[config.mk]
export PLATFORM = sky130hd
export DESIGN_NAME = vga_sync_gen_flat
export DESIGN_NICKNAME = d
export VERILOG_FILES = /design/src/rtl/vga_sync_gen_if.sv /design/src/rtl/vga_sync_gen.sv /design/src/flat_wrapper.sv
export SDC_FILE = /design/constraint.sdc
export NUM_CORES = 1
export LEC_CHECK = 0
export ABC_CLOCK_PERIOD_IN_PS = 2500
export CAP_MARGIN = 20
export CORE_MARGIN = 2
export CORE_UTILIZATION = 45
export DETAILED_ROUTE_END_ITERATION = 8
export PLACE_DENSITY = 0.74
export SLEW_MARGIN = 0
export SYNTH_ARGS = -nofsm -noshare
export SYNTH_HDL_FRONTEND = slang
export SYNTH_SLANG_ARGS = --single-unit
[constraint.sdc]
create_clock -name clk -period 2.5 [get_ports clk]
set_clock_uncertainty 0.1 [all_clocks]
set_input_delay 0.375 -clock clk [delete_from_list [all_inputs] [get_ports clk]]
set_output_delay 0.375 -clock clk [all_outputs]
set_load 0.01 [all_outputs]
[src/rtl/vga_sync_gen_if.sv]
// vga_sync_gen_if: pixel-tick input and raster outputs of the VGA timing generator.
interface vga_sync_gen_if;
    logic        pix_en;
    logic [10:0] Columnas;
    logic [9:0]  Filas;
    logic        hsync;
    logic        vsync;
    logic        video_on;
    logic        frame_start;
    modport master (
        input  pix_en,
        output Columnas, Filas, hsync, vsync, video_on, frame_start
    );
    modport slave (
        output pix_en,
        input  Columnas, Filas, hsync, vsync, video_on, frame_start
    );
endinterface

[src/rtl/vga_sync_gen.sv]
// vga_sync_gen: raster counters (Columnas/Filas), active-low sync decode, video_on window and frame_start pulse.
// Optional macro VGA_SYNC_DELAY_EN: hsync/vsync/video_on pass through one pix_en-enabled register stage.
module vga_sync_gen #(
    parameter int unsigned H_SYNC   = 128,
    parameter int unsigned H_BP     = 88,
    parameter int unsigned H_ACTIVE = 800,
    parameter int unsigned H_FP     = 40,
    parameter int unsigned V_SYNC   = 2,
    parameter int unsigned V_BP     = 33,
    parameter int unsigned V_ACTIVE = 600,
    parameter int unsigned V_FP     = 1
) (
    input  logic           clk,
    input  logic           reset,
    vga_sync_gen_if.master bus
);
    localparam int unsigned H_TOTAL = H_SYNC + H_BP + H_ACTIVE + H_FP;
    localparam int unsigned V_TOTAL = V_SYNC + V_BP + V_ACTIVE + V_FP;
    localparam logic [10:0] H_LAST  = 11'(H_TOTAL - 1);
    localparam logic [9:0]  V_LAST  = 10'(V_TOTAL - 1);
    localparam logic [10:0] H_SW    = 11'(H_SYNC);
    localparam logic [9:0]  V_SW    = 10'(V_SYNC);
    localparam logic [10:0] H_VLO   = 11'(H_SYNC + H_BP);
    localparam logic [10:0] H_VHI   = 11'(H_SYNC + H_BP + H_ACTIVE);
    localparam logic [9:0]  V_VLO   = 10'(V_SYNC + V_BP);
    localparam logic [9:0]  V_VHI   = 10'(V_SYNC + V_BP + V_ACTIVE);

    logic [10:0] col_q, col_d;
    logic [9:0]  row_q, row_d;
    logic        fs_q, fs_d;
    logic        hs_c, vs_c, von_c;
    logic        line_end, frame_end;

    assign line_end  = col_q == H_LAST;
    assign frame_end = line_end && (row_q == V_LAST);

    // Next raster position and frame_start; everything holds when no pixel tick.
    always_comb begin
        col_d = col_q;
        row_d = row_q;
        fs_d  = 1'b0;
        if (bus.pix_en) begin
            col_d = line_end ? 11'd0 : col_q + 11'd1;
            row_d = !line_end ? row_q : (row_q == V_LAST) ? 10'd0 : row_q + 10'd1;
            fs_d  = frame_end;
        end
    end

    // Counter and frame_start registers; reset restarts the raster without a pulse.
    always_ff @(posedge clk) begin
        if (reset) begin
            col_q <= '0;
            row_q <= '0;
            fs_q  <= 1'b0;
        end else begin
            col_q <= col_d;
            row_q <= row_d;
            fs_q  <= fs_d;
        end
    end

    // Zero-latency decode of the current counters.
    always_comb begin
        hs_c  = !(col_q < H_SW);
        vs_c  = !(row_q < V_SW);
        von_c = (col_q >= H_VLO) && (col_q < H_VHI) && (row_q >= V_VLO) && (row_q < V_VHI);
    end

`ifdef VGA_SYNC_DELAY_EN
    logic hs_q, hs_d, vs_q, vs_d, von_q, von_d;

    // Delay stage advances with the counters to line up with a 1-tick ROM read.
    always_comb begin
        hs_d  = bus.pix_en ? hs_c  : hs_q;
        vs_d  = bus.pix_en ? vs_c  : vs_q;
        von_d = bus.pix_en ? von_c : von_q;
    end

    // Delay registers clear to inactive-window, sync-asserted on reset.
    always_ff @(posedge clk) begin
        if (reset) begin
            hs_q  <= 1'b0;
            vs_q  <= 1'b0;
            von_q <= 1'b0;
        end else begin
            hs_q  <= hs_d;
            vs_q  <= vs_d;
            von_q <= von_d;
        end
    end

    assign bus.hsync    = hs_q;
    assign bus.vsync    = vs_q;
    assign bus.video_on = von_q;
`else
    assign bus.hsync    = hs_c;
    assign bus.vsync    = vs_c;
    assign bus.video_on = von_c;
`endif

    assign bus.Columnas    = col_q;
    assign bus.Filas       = row_q;
    assign bus.frame_start = fs_q;
endmodule

[src/flat_wrapper.sv]
// flat-port wrapper written by rule: the top's interface ports become plain ports
module vga_sync_gen_flat 
#(
    parameter int unsigned H_SYNC   = 128,
    parameter int unsigned H_BP     = 88,
    parameter int unsigned H_ACTIVE = 800,
    parameter int unsigned H_FP     = 40,
    parameter int unsigned V_SYNC   = 2,
    parameter int unsigned V_BP     = 33,
    parameter int unsigned V_ACTIVE = 600,
    parameter int unsigned V_FP     = 1
)
  (clk, reset, bus_pix_en, bus_Columnas, bus_Filas, bus_hsync, bus_vsync, bus_video_on, bus_frame_start);
  vga_sync_gen_if bus_i ();
  input  logic clk;
  input  logic reset;
  input wire logic [$bits(bus_i.pix_en)-1:0] bus_pix_en;
  output wire logic [$bits(bus_i.Columnas)-1:0] bus_Columnas;
  output wire logic [$bits(bus_i.Filas)-1:0] bus_Filas;
  output wire logic [$bits(bus_i.hsync)-1:0] bus_hsync;
  output wire logic [$bits(bus_i.vsync)-1:0] bus_vsync;
  output wire logic [$bits(bus_i.video_on)-1:0] bus_video_on;
  output wire logic [$bits(bus_i.frame_start)-1:0] bus_frame_start;
  assign bus_i.pix_en = bus_pix_en;
  assign bus_Columnas = bus_i.Columnas;
  assign bus_Filas = bus_i.Filas;
  assign bus_hsync = bus_i.hsync;
  assign bus_vsync = bus_i.vsync;
  assign bus_video_on = bus_i.video_on;
  assign bus_frame_start = bus_i.frame_start;
  vga_sync_gen #(.H_SYNC(H_SYNC), .H_BP(H_BP), .H_ACTIVE(H_ACTIVE), .H_FP(H_FP), .V_SYNC(V_SYNC), .V_BP(V_BP), .V_ACTIVE(V_ACTIVE), .V_FP(V_FP)) u_core (.clk(clk), .reset(reset), .bus(bus_i));
endmodule
==> Word-level counts from Yosys, hierarchy flattened <==
Cells that the tools add are included.
{ "classes": {"n_addsub": 2, "mul": 0, "div_mod_pow": 0, "magnitude_cmp": 6, "n_eq_ne": 2, "shifts": 0, "n_mux": 2, "n_bitwise": 1, "n_reduce_logical": 8} }
{ "op_table": {"columns": ["op", "count"], "rows": [
  ["11-bit by 1-bit adder with 11-bit output, second input constant", 1],
  ["11-bit == test, second input constant", 1],
  ["11-bit by 8-bit greater-or-equal comparator with 1-bit output, second input constant", 1],
  ["11-bit by 10-bit < comparator with 1-bit output, second input constant", 1],
  ["11-bit by 8-bit < comparator with 1-bit output, second input constant", 1],
  ["11-bit 2-to-1 mux", 1],
  ["10-bit by 1-bit adder with 10-bit output, second input constant", 1],
  ["10-bit == test, second input constant", 1],
  ["10-bit by 6-bit greater-or-equal comparator with 1-bit output, second input constant", 1],
  ["10-bit < comparator, second input constant", 1],
  ["10-bit by 2-bit < comparator with 1-bit output, second input constant", 1],
  ["10-bit 2-to-1 mux", 1],
  ["1-bit logical AND", 4],
  ["1-bit zero test", 2],
  ["2-bit AND reduction", 1],
  ["2-bit OR reduction", 1],
  ["1-bit NOT", 1]
]} }
{ "totals": {"register_bits": 22, "latchBits": 0, "ramBits": 0, "mem_bits_ro": 0, "input_bits": 3, "memories": 0} }

==> Logic depth before layout (Yosys ltp) <==
{ "logic_depth": {"depth_word": 4, "depth_mapped": 7, "depth_no_buf": 5} }

==> Least setup slack after synthesis <==
No wires, ideal clock.
{ "synth_path": {"path_kind": "reg-to-reg", "startpoint": "reg u_core.col_q[7] (netlist: u_core.bus.Columnas[7])", "endpoint": "reg u_core.row_q[7] (netlist: u_core.bus.Filas[7])", "setup_time_ns": 0.071, "arrival_ns": 2.051, "slack_ns": 0.279, "path_stages_with_launch": 6, "path_buffers": 1, "period_less_slack_ns": 2.221, "path_cell_list": "dfxtp_1 or3_1 or4_4 buf_6 or4b_1 a21oi_1"} }
{ "synth_via": {"elab_chain_len": 2} }
{ "synth_rtl": {"columns": ["element", "line", "source"], "rows": [
  ["start: declaration", "vga_sync_gen.sv:28", "logic [10:0] col_q, col_d;"],
  ["start signal: assignment", "vga_sync_gen.sv:56", "col_q <= col_d;"],
  ["11-bit == test", "vga_sync_gen.sv:34", "assign line_end = col_q == H_LAST;"],
  ["2-bit AND reduction (no line)", null, null],
  ["end signal: assignment", "vga_sync_gen.sv:57", "row_q <= row_d;"],
  ["end: declaration", "vga_sync_gen.sv:29", "logic [9:0] row_q, row_d;"]
]} }
No other way between the ends.
A chain may end at the register's enable or synchronous reset.

==> Final worst setup path <==
{ "layout_path": {"startpoint": "reg u_core.col_q[7] (netlist: u_core.bus.Columnas[7])", "endpoint": "out bus_hsync"} }
{ "layout_via": {"elab_chain_len": 2} }
{ "layout_rtl": {"columns": ["element", "line", "source"], "rows": [
  ["11-bit by 8-bit < comparator with 1-bit output", "vga_sync_gen.sv:64", "hs_c = !(col_q < H_SW);"],
  ["1-bit zero test", "vga_sync_gen.sv:64", null],
  ["end: declaration", "flat_wrapper.sv:20", "output wire logic [$bits(bus_i.hsync)-1:0] bus_hsync;"]
]} }
No other way between the ends.

==> tab_implementation.tex <==
\begin{tabular}{lr}
\hline
Metric & Value \\
\hline
\multicolumn{2}{l}{\textbf{Synthesis}} \\
\quad Net count after synthesis & between 100 and 150 \\
\quad Number of warnings issued by yosys & 0 \\
\quad Async S/R FF share, synth & 0 \\
\quad Most frequent cells after synthesis & sky130\_fd\_sc\_hd\_\_dfxtp\_1 (22), sky130\_fd\_sc\_hd\_\_nor2\_1 (15), sky130\_fd\_sc\_hd\_\_nand2\_1 (11), sky130\_fd\_sc\_hd\_\_a21oi\_1 (9), sky130\_fd\_sc\_hd\_\_nand3\_1 (8) \\
\quad Synth Register Bits & 22 \\
\quad Syn Inst Count & 142 \\
\quad Mapped Avg Cell Area & 8.22 um\^{}2 \\
\quad Share of the yosys chip area belonging to registers & 0.377 \\
\quad Cell taking the most area after synthesis & sky130\_fd\_sc\_hd\_\_dfxtp\_1 \\
\quad Main flop type after synthesis & sky130\_fd\_sc\_hd\_\_dfxtp\_1 \\
\quad Distinct cell type count after synthesis & 33 \\
\quad Syn Std Cell Area & 1170 um\^{}2 \\
\quad Most frequent cell after synthesis & sky130\_fd\_sc\_hd\_\_dfxtp\_1 \\
\quad Share of Yosys cell area claimed by the top area cell type & 0.377 \\
\quad Number of flops mapped to enable cells by yosys & 0 \\
\quad Main area contributors after synthesis & sky130\_fd\_sc\_hd\_\_dfxtp\_1 (38\%), sky130\_fd\_sc\_hd\_\_nor2\_1 (4.8\%), sky130\_fd\_sc\_hd\_\_xnor2\_1 (4.5\%) \\
\multicolumn{2}{l}{\textbf{Global routing}} \\
\quad Overall fraction of global-route tracks in use & 0.196 \\
\quad Wire length of the first global-routing pass & 4430 um \\
\quad Total grt overflow & 0 \\
\quad Number of global-route vias before repair & 994 \\
\quad Antenna violations before repair & 0 \\
\quad Largest net degree at the start of global routing & 18 \\
\multicolumn{2}{l}{\textbf{Min path}} \\
\quad Worst hold-check path type & flip-flop to flip-flop \\
\multicolumn{2}{l}{\textbf{Die}} \\
\quad Initial core utilization & 0.471 \\
\quad Die Span Y & 54.9 um \\
\quad Die Footprint & 3020 um\^{}2 \\
\quad Overall die width & 54.9 um \\
\quad Number of ports placed on the die boundary & 28 \\
\quad Core Box Area & 2480 um\^{}2 \\
\quad Number of cell rows & 18 \\
\multicolumn{2}{l}{\textbf{STA}} \\
\quad Hold Violations, Final & 0 \\
\quad Transition time at the pin with the least slew margin & 407 ps \\
\quad Number of max-slew violations in the final report & 0 \\
\quad Max Fclk & 428 MHz \\
\quad RSZ-0062 raised after global routing & false \\
\quad Final worst slack & 165 ps \\
\quad Worst relative slew slack & 0.726 \\
\quad Final Cycle Share & 0.934 \\
\quad Total Neg Setup Slack & 0 ps \\
\quad Shortest clock period the worst path allows after layout & 2330 ps \\
\quad Total of endpoints with negative setup slack in the final report & 0 \\
\multicolumn{2}{l}{\textbf{Routing}} \\
\quad DRC & 0 \\
\quad Number of iterations in the first detailed-routing pass & 4 \\
\quad Antenna Nets Post-Route & 0 \\
\quad Final wirelength & 2610 um \\
\quad Post-DR vias/cell & 5.45 \\
\quad DR vias & roughly 1100 \\
\quad Routed len/inst & approximately 13 um \\
\quad Number of DRC markers in iteration 0 & 4 \\
\multicolumn{2}{l}{\textbf{Placement}} \\
\quad Global placement routability congestion & 0.836 \\
\quad Worst setup slack before clock tree synthesis & slightly below 90 ps \\
\quad \# port buffers & 27 \\
\quad Final HPWL from detailed placement & about 1900 um \\
\quad Placed Area & 1520 um\^{}2 \\
\multicolumn{2}{l}{\textbf{Finish}} \\
\quad Combined flip-flop and latch cell area & 440 um\^{}2 \\
\quad Final design area excluding fillers & 1550 um\^{}2 \\
\quad Filler Cells Inserted & 237 \\
\quad Antenna cells & 0 \\
\quad Share of layout cells above drive strength 1 & 0.114 \\
\quad Net count, final & 183 \\
\quad Area occupied by multi-input gates & between 600 and 700 um\^{}2 \\
\quad P\&R area growth vs syn & 32.6\% \\
\multicolumn{2}{l}{\textbf{Power and ir drop}} \\
\quad Static leakage & 0.530 nW \\
\quad Peak supply drop & roughly 0.36 mV \\
\quad Cell Pwr Density & 417 nW/um\^{}2 \\
\multicolumn{2}{l}{\textbf{Outcome}} \\
\quad Run status & completed \\
\multicolumn{2}{l}{\textbf{Flow run}} \\
\quad Reported max-cap violation count & 0 \\
\multicolumn{2}{l}{\textbf{Clock network}} \\
\quad CTS sink count & 22 \\
\quad Buffer depth of the longest clock path & 2 \\
\quad CTS tree & built \\
\quad Root buffer selected by CTS & sky130\_fd\_sc\_hd\_\_clkbuf\_4 \\
\quad Clock latency reported for the late side of the worst-skew pair & 310 ps \\
\quad Hold-fix buffer count after cts & 0 \\
\quad Number of buffers created by CTS & 3 \\
\quad \# H-tree levels & 1 \\
\quad Clock slew at the register clock pins of the worst setup and hold paths & 140 ps \\
\multicolumn{2}{l}{\textbf{Critical path}} \\
\quad Type of the setup path with the least slack & flip-flop to output port \\
\quad Startpoint Class & flip-flop \\
\quad Kind of end point of the critical path & output port \\
\quad Worst endpoint data arrival time & 1860 ps \\
\quad Worst EP required & 2030 ps \\
\quad Max Fanout on Critical Path & 6 \\
\quad Internal reg-to-reg setup slack & around 210 ps \\
\hline
\end{tabular}
==> state kept, by name, indices dropped and copies added, names as in the netlist <==
register	flops
u_core.bus.Columnas	11
u_core.bus.Filas	10
u_core.bus.frame_start	1
==> cell families after synthesis <==
family                     after synthesis  share of synthesized area
AOI/OAI and AO/OA                       23                      0.122
xor gates and xnor gates                10                     0.0750
adders and majority gates                3                     0.0322
buffers and inverters                   11                     0.0418
DFF                                     22                      0.377
muxes                                    1                    0.00857
and+or+nand+nor                         72                      0.343
==> timing repair <==
action	CTS	global route
cloned	0	0
gates resized for setup	1	3
pin swaps	0	0
setup buffers	0	0
setup endpoints to repair	1	1
==> power by group <==
group	internal (W)	switching, W	total (W)
clock	0.0000888	0.000117	0.000205
sequential	0.000359	0.0000155	0.000374
combinational	0.0000368	0.0000282	0.0000650
==> metal layers <==
layer | GRT usage | share of wire | routed length (um) | vias to the layer above
li1 | - | - | - | 591
met1 | 0.282 | 0.52 | 1360 | 520
met2 | 0.308 | 0.45 | 1180 | 10
met3 | 0.0242 | 0.021 | 55 | 2
met4 | 0.0528 | 0.0057 | 15 | 0
met5 | 0 | 0 | 0 | -
==> worst paths after layout <==
check | start | to | cells after the start
setup / recovery | u_core.bus.Columnas[7] | bus_hsync | 3
hold / removal | u_core.bus.Filas[0] | u_core.bus.Filas[0] | 2
setup reg to reg | u_core.bus.Columnas[7] | u_core.bus.Filas[6] | 4
hold reg to reg | u_core.bus.Filas[0] | u_core.bus.Filas[0] | 2
==> cells in the final DEF, fill, tap and decap left out, types with 2 or more instances in the layout <==
cell type / count
sky130_fd_sc_hd__a21oi_1: 9
sky130_fd_sc_hd__a2bb2oi_1: 2
sky130_fd_sc_hd__buf_4: 10
sky130_fd_sc_hd__clkbuf_4: 3
sky130_fd_sc_hd__clkdlybuf4s50_1: 26
sky130_fd_sc_hd__dfxtp_1: 22
sky130_fd_sc_hd__ha_1: 3
sky130_fd_sc_hd__inv_1: 4
sky130_fd_sc_hd__nand2_1: 11
sky130_fd_sc_hd__nand2b_1: 3
sky130_fd_sc_hd__nand3_1: 8
sky130_fd_sc_hd__nand4_1: 5
sky130_fd_sc_hd__nor2_1: 15
sky130_fd_sc_hd__nor3_1: 6
sky130_fd_sc_hd__nor4_1: 4
sky130_fd_sc_hd__o21ai_0: 5
sky130_fd_sc_hd__o31ai_1: 2
sky130_fd_sc_hd__or3_1: 5
sky130_fd_sc_hd__or3b_2: 3
sky130_fd_sc_hd__or4_1: 4
sky130_fd_sc_hd__or4b_1: 3
sky130_fd_sc_hd__xnor2_1: 6
sky130_fd_sc_hd__xor2_1: 4
==> final cells by class <==
| type | instances | share of cell area |
|---|---|---|
| Timing Repair Buffer | 37 | 0.220 |
| Sequential cell | 22 | 0.285 |
| Multi-Input combinational cell | 109 | 0.438 |
| Tap cell | 30 | 0.0243 |
| Clock buffer | 4 | 0.0234 |
| Inverter | 4 | 0.00970 |
==> worst max-delay path, stage by stage (launching register included) <==
cell and delay, ps:
sky130_fd_sc_hd__dfxtp_1 380, sky130_fd_sc_hd__or3_1 410, sky130_fd_sc_hd__or2_2 280, sky130_fd_sc_hd__clkdlybuf4s50_1 480
==> per-stage QoR <==
| step | total power (W) | hold slack, ps | instances | util |
|---|---|---|---|---|
| after CTS | 0.000647 | 425 | 206 | 0.626 |
| after global routing | 0.000668 | 474 | 206 | 0.625 |
| final | 0.000645 | 422 | 206 | 0.625 |
| after floorplan | 0.000411 | 344 | 142 | - |
| after detailed placement | 0.000447 | 406 | 202 | 0.612 |
| after global placement | 0.000445 | 405 | 202 | 0.612 |
Note: power is estimated with default switching activity, not from simulation.
